### config.mk
export PLATFORM = sky130hd
export DESIGN_NAME = bist_ctrl
export DESIGN_NICKNAME = d
export VERILOG_FILES = /design/src/rtl/bist_ctrl.sv
export SDC_FILE = /design/constraint.sdc
export NUM_CORES = 1
export LEC_CHECK = 0
export BUFFER_PORTS_ARGS = -buffer_cell sky130_fd_sc_hd__buf_2
export CORE_MARGIN = 1.5
export CORE_UTILIZATION = 55
export DETAILED_ROUTE_END_ITERATION = 6
export HOLD_SLACK_MARGIN = 0.1
export PLACE_DENSITY = 0.86
export SLEW_MARGIN = 40
export SYNTH_ARGS = -nofsm -noshare
export SYNTH_HDL_FRONTEND = slang
export SYNTH_SLANG_ARGS = --single-unit
### constraint.sdc
create_clock -name clk -period 3.9 [get_ports clk]
set_input_delay 0.78 -clock clk [delete_from_list [all_inputs] [get_ports clk]]
set_output_delay 0.78 -clock clk [all_outputs]
set_load 0.1 [all_outputs]
### src/rtl/bist_ctrl.sv
// Built-in self-test sequencer: resets the CUT and MISR, drives NVEC LFSR patterns,
// drains the pipeline, then compares the MISR signature against GOLDEN.
module bist_ctrl #(
    parameter int               NBIT      = 6,
    parameter int               NVEC      = 64,
    parameter int               PIPE      = 2,
    parameter logic [7:0]       LFSR_SEED = 8'hA5,
    parameter logic [NBIT-1:0]  GOLDEN    = '0
) (
    input  logic            clk,
    input  logic            rst,
    input  logic            start,
    input  logic [NBIT-1:0] signature,
    output logic            test_mode,
    output logic [3:0]      pattern,
    output logic            cut_rst,
    output logic            misr_rst,
    output logic            busy,
    output logic            done,
    output logic            pass
);

    localparam logic [2:0] S_IDLE    = 3'd0;
    localparam logic [2:0] S_INIT    = 3'd1;
    localparam logic [2:0] S_RUN     = 3'd2;
    localparam logic [2:0] S_SETTLE  = 3'd3;
    localparam logic [2:0] S_COMPARE = 3'd4;
    localparam logic [2:0] S_DONE    = 3'd5;

    localparam logic [15:0] RUN_LAST    = 16'(NVEC - 1);
    localparam logic [15:0] SETTLE_LAST = 16'((PIPE > 0) ? (PIPE - 1) : 0);
    localparam logic [2:0]  AFTER_RUN   = (PIPE > 0) ? S_SETTLE : S_COMPARE;

    logic [2:0]  state;
    logic [7:0]  lfsr;
    logic [15:0] cnt;

    // Fibonacci LFSR, polynomial x^8+x^6+x^5+x^4+1.
    function automatic logic [7:0] lfsr_next(input logic [7:0] v);
        return {v[6:0], v[7] ^ v[5] ^ v[4] ^ v[3]};
    endfunction

    always_ff @(posedge clk) begin
        if (rst) begin
            state <= S_IDLE;
            lfsr  <= LFSR_SEED;
            cnt   <= '0;
            done  <= 1'b0;
            pass  <= 1'b0;
        end else begin
            case (state)
                S_IDLE: begin
                    if (start) state <= S_INIT;
                end
                S_INIT: begin
                    lfsr  <= LFSR_SEED;
                    cnt   <= '0;
                    pass  <= 1'b0;
                    state <= S_RUN;
                end
                S_RUN: begin
                    lfsr <= lfsr_next(lfsr);
                    if (cnt == RUN_LAST) begin
                        cnt   <= '0;
                        state <= AFTER_RUN;
                    end else begin
                        cnt <= cnt + 16'd1;
                    end
                end
                S_SETTLE: begin
                    if (cnt == SETTLE_LAST) begin
                        cnt   <= '0;
                        state <= S_COMPARE;
                    end else begin
                        cnt <= cnt + 16'd1;
                    end
                end
                S_COMPARE: begin
                    pass  <= (signature == GOLDEN);
                    done  <= 1'b1;
                    state <= S_DONE;
                end
                S_DONE: begin
                    // A held start parks here; no automatic rerun.
                    if (!start) begin
                        done  <= 1'b0;
                        state <= S_IDLE;
                    end
                end
                default: state <= S_IDLE;
            endcase
        end
    end

    // Decoded outputs are forced low for the whole cycle in which rst is asserted.
    always_comb begin
        test_mode = 1'b0;
        pattern   = 4'b0000;
        cut_rst   = 1'b0;
        misr_rst  = 1'b0;
        busy      = 1'b0;
        if (!rst) begin
            case (state)
                S_INIT: begin
                    cut_rst  = 1'b1;
                    misr_rst = 1'b1;
                    busy     = 1'b1;
                end
                S_RUN: begin
                    test_mode = 1'b1;
                    pattern   = lfsr[3:0];
                    busy      = 1'b1;
                end
                S_SETTLE: begin
                    test_mode = 1'b1;
                    busy      = 1'b1;
                end
                S_COMPARE: begin
                    busy = 1'b1;
                end
                default: ;
            endcase
        end
    end

endmodule

After elaboration in Yosys (flattened, before gate mapping)
Index checks and enable logic that the tools add are counted.

Bits in registers: 29. Output and inout port bits: 10.

Add/sub/neg operators: 1. Reduce and logical (&&, ||, !) cells: 10. Multiplexer cells: 20. Bitwise logic cells: 3. Equality and inequality tests: 11.

Operators by type and width (count): one-hot mux 16 bit (3 select lines) (1); two-way mux 16 bit (2); one-hot mux 3 bit (6 select lines) (1); adder 16 x 1 -> 16 bit (second input constant) (1); equality test 16 x 1 -> 1 bit (second input constant) (1); equality test 16 x 6 -> 1 bit (second input constant) (1); one-hot mux 8 bit (2 select lines) (1); two-way mux 3 bit (4); two-way mux 4 bit (2); inequality test 2 bit (second input constant) (4); two-way mux 1 bit (7); equality test 3 x 2 -> 1 bit (second input constant) (2); equality test 3 bit (second input constant) (2); zero test 6 bit (1); nonzero test 2 bit (3); one-hot mux 1 bit (2 select lines) (2); AND reduction 4 bit (1); OR reduction 4 bit (1); equality test 3 x 1 -> 1 bit (second input constant) (1); zero test 3 bit (1); nonzero test 3 bit (1); XOR 1 bit (3); AND reduction 2 bit (1); OR reduction 2 bit (1).

Longest topological paths before layout
Depth in word-level cells: 4. Mapped depth: 8. Mapped depth without buffers: 7.

Worst setup path before layout
Ideal clock, no wire load.

Path kind: input-to-output. From: in rst. To: out misr_rst. Data arrival time: 4.813 ns. Slack: -1.693 ns. Cell stages on the path: 3. Required time: 3.120 ns. Path through: clkbuf_1 nor4b_1 buf_4.

Cells in the longest elaborated chain, start to end: 1.

Ends and longest elaborated chain: start: declaration (line 11) `input logic rst,`; two-way mux 1 bit; end: declaration (line 17) `output logic misr_rst,`.

Every way passes these cells.

Final worst setup path
From: reg state[1]. To: out pattern[1].

Cells in the longest elaborated chain, start to end: 3.

Ends and longest elaborated chain: start: declaration (line 34) `logic [2:0] state;`; start signal: assignment (line 45) `state <= S_IDLE;`; start signal: assignment (line 53) `if (start) state <= S_INIT;`; start signal: assignment (line 59) `state <= S_RUN;`; equality test 3 x 2 -> 1 bit (line 103) `case (state)`; two-way mux 4 bit (line 103); two-way mux 4 bit (line 102) `if (!rst) begin`; end: declaration (line 15) `output logic [3:0] pattern,`.

Every way passes these cells.

==> results_dict.tcl <==
set metrics [dict create \
    cts.repair.resized 0 \
    p_comb_frac 0.299 \
    power_density_nw_per_um2 426 \
    syn_to_final_growth_pct 8.09 \
    rsz0062_at_grt "false" \
    nets 223 \
    path_buf_inv 1 \
    arrival_ns 2.49 \
    hold_viol_final 0 \
    postCtsSetupBuffers 0 \
    gp_congestion 0.827 \
    min_path_type "reg2reg" \
    finalCritPeriodShare 0.838 \
    die_height_um 57.6 \
    slew_headroom 0.532 \
    drtAntennaViolNets 0 \
    synthArstFlopShare 0 \
    outcome "finished clean" \
    cts.path.max_buffers 2 \
    die_w_um 57.6 \
    clkTransAtPathRegs_ns 0.10 \
    swShare 0.387 \
    drive_gt1_frac 0.188 \
    drcViolationCount 0 \
    finalPower_uw 756 \
    grt_pass1_wl_mm 5.35 \
    grt_max_degree 25 \
    worstMarginPinSlew_ns 0.701 \
    cp-start-kind "flop" \
    synth_cells 198 \
    die_area_um2 3320 \
    crit_chain "or3b_1 > nor2_4 > and2_1 > buf_2" \
    drv_cap 0 \
    ys_warn_count 0 \
    mostFrequentLayoutCells "dfxtp_1, nor2_1, buf_2, a21oi_1" \
    std_cell_rows 19 \
    vias_per_cell 5.91 \
    p_int_uw 464 \
    grt_overflow 0 \
    vias 1442 \
    cts_tree "done" \
    crit_type "reg2out" \
    grt_pass1_vias 1199 \
    critPathRequiredTime_ns 3.12 \
    setup_viol 0 \
    clock_skew_ns 0.00911 \
    yosysUniqueCellTypes 51 \
    pwr-share-clk 0.231 \
    ir_drop_uv 361 \
    drt_iter0_markers 67 \
    synth_top_flop_cell "dfxtp_1" \
    cp-end-kind "primary output" \
    coreArea_um2 2780 \
    p_leak_nw 0.713 \
    grt.total_usage 0.207 \
    period_minus_slack_ns 3.27 \
    antenna_found_initial 0 \
    ioPinCount 19 \
    slowest_delay_ns 0.78 \
    htreeDepth 2 \
    layout_commonest_cell "dfxtp_1" \
    postCtsHoldBufs 0 \
    cp_top_family "simple AND/OR/NAND/NOR gates" \
    clkLatencyLatePin_ns 0.33 \
    cp_slowest_cell "dfxtp_1" \
    wl_mm 3.10 \
    routedWlPerCell_um 12.7 \
    n_fill_cell 236 \
    timing.fmax_ghz 0.306 \
    clockRootBuffer "clkbuf_4" \
    tns_ns 0 \
    synth_area_um2 1640 \
    insertedDiodeCount 0 \
    start_util 0.590 \
    clock-sinks 29 \
    numCtsBuffers 5 \
    sequentialPowerShare 0.470 \
    numPortBuffers 18 \
    syn_area_per_cell_um2 8.28 \
    cp_max_fo 21 \
    first_pass_iters 4 \
    synth_seq_cells 29 \
    synth_seq_area_share 0.354 \
    finalMaxSlewViolations 0 \
    post-dp-hpwl_mm 2.17 \
    synth_edf_count 0 \
    p_switching_uw 292 \
    synth.net_count 209 \
]
[cell families after synthesis]
| family | synth area share |
|---|---|
| flops | 0.354 |
| xor+xnor | 0.0320 |
| fa+ha+maj | 0.0153 |
| simple gates | 0.305 |
| compound gates | 0.244 |
| buf+inv | 0.0496 |
[power by group through the flow]
stage               sequential [mW]  combinational, mW  clock, mW
global placement              0.361              0.222          0
floorplan                     0.340              0.218          0
global route                  0.361              0.247      0.198
CTS                           0.355              0.226      0.183
detailed placement            0.361              0.225          0
finish                        0.355              0.226      0.175
[per-layer routing]
layer  vias to the layer above  global-route usage  routed length (µm)
met1                       656               0.293                1560
met3                         7              0.0558                 137
met2                        27               0.284                1340
li1                        752                   -                   -
met4                         0               0.113                  61
met5                         -                   0                   0
[sequential cells by signal, summed over array words and instances (netlist names)]
register,flops
lfsr,8
state,3
done,1
cnt,16
pass,1
[synthesized netlist by cell type, types with 2 or more instances]
cell	instances	area (µm²)
o22ai_1	5	31.3
o31ai_1	2	15.0
nor3_1	4	20.0
nor4b_1	2	17.5
nor4_1	2	12.5
ha_1	2	25.0
buf_2	2	10.0
xor2_1	2	17.5
o22a_1	3	26.3
or3b_1	2	17.5
xnor2_1	4	35.0
and2_1	6	37.5
or2_2	3	18.8
o21ai_1	3	15.0
and4_1	2	17.5
nand2b_1	5	31.3
buf_4	2	15.0
o21ai_0	13	65.1
inv_1	4	15.0
a21oi_1	14	70.1
nand4_1	3	18.8
buf_6	2	22.5
clkbuf_1	4	15.0
nor3b_1	2	15.0
a31oi_1	5	31.3
nand2_1	13	48.8
and3_1	2	12.5
and3_2	2	15.0
nand3_1	5	25.0
nor2b_1	5	31.3
nor2_1	19	71.3
dfxtp_1	29	581
nor4_2	2	25.0
a21o_1	6	45.0
[stage by stage]
step           instances  hold slack [ns]  setup slack [ns]  utilization  instance area [µm²]
2_1_floorplan        198            0.457             0.451            -                 1660
3_3_place_gp         236            0.477             0.777        0.618                 1720
3_5_place_dp         236            0.471             0.749        0.618                 1720
4_1_cts              244            0.485             0.657        0.637                 1770
5_1_grt              244            0.513             0.497        0.637                 1770
6_report             244            0.480             0.632        0.637                 1770
[final cells by class]
cell class	count	area, µm²	share of cell area
timing repair buffer	18	90.1	0.0508
inverter	4	15.0	0.00847
tap	31	38.8	0.0219
multi-input combinational	154	993	0.560
sequential	29	581	0.327
clock inverter	3	17.5	0.00988
clock buffer	5	37.5	0.0212
[worst reg2reg max path: cells and delay by family (launching register included)]
kind	cells	cell delay [ns]
flops	1	0.78
simple gates	2	0.81
compound gates	3	0.45
[worst paths after layout]
kind,from,end,slack [ns],cells after the start
max,state[1],pattern[1],0.63,4
min,done,done,0.48,2
max reg2reg,state[1],cnt[3],1.81,5
min reg2reg,done,done,0.48,2
No activity file was read; power rests on OpenSTA's default activity.
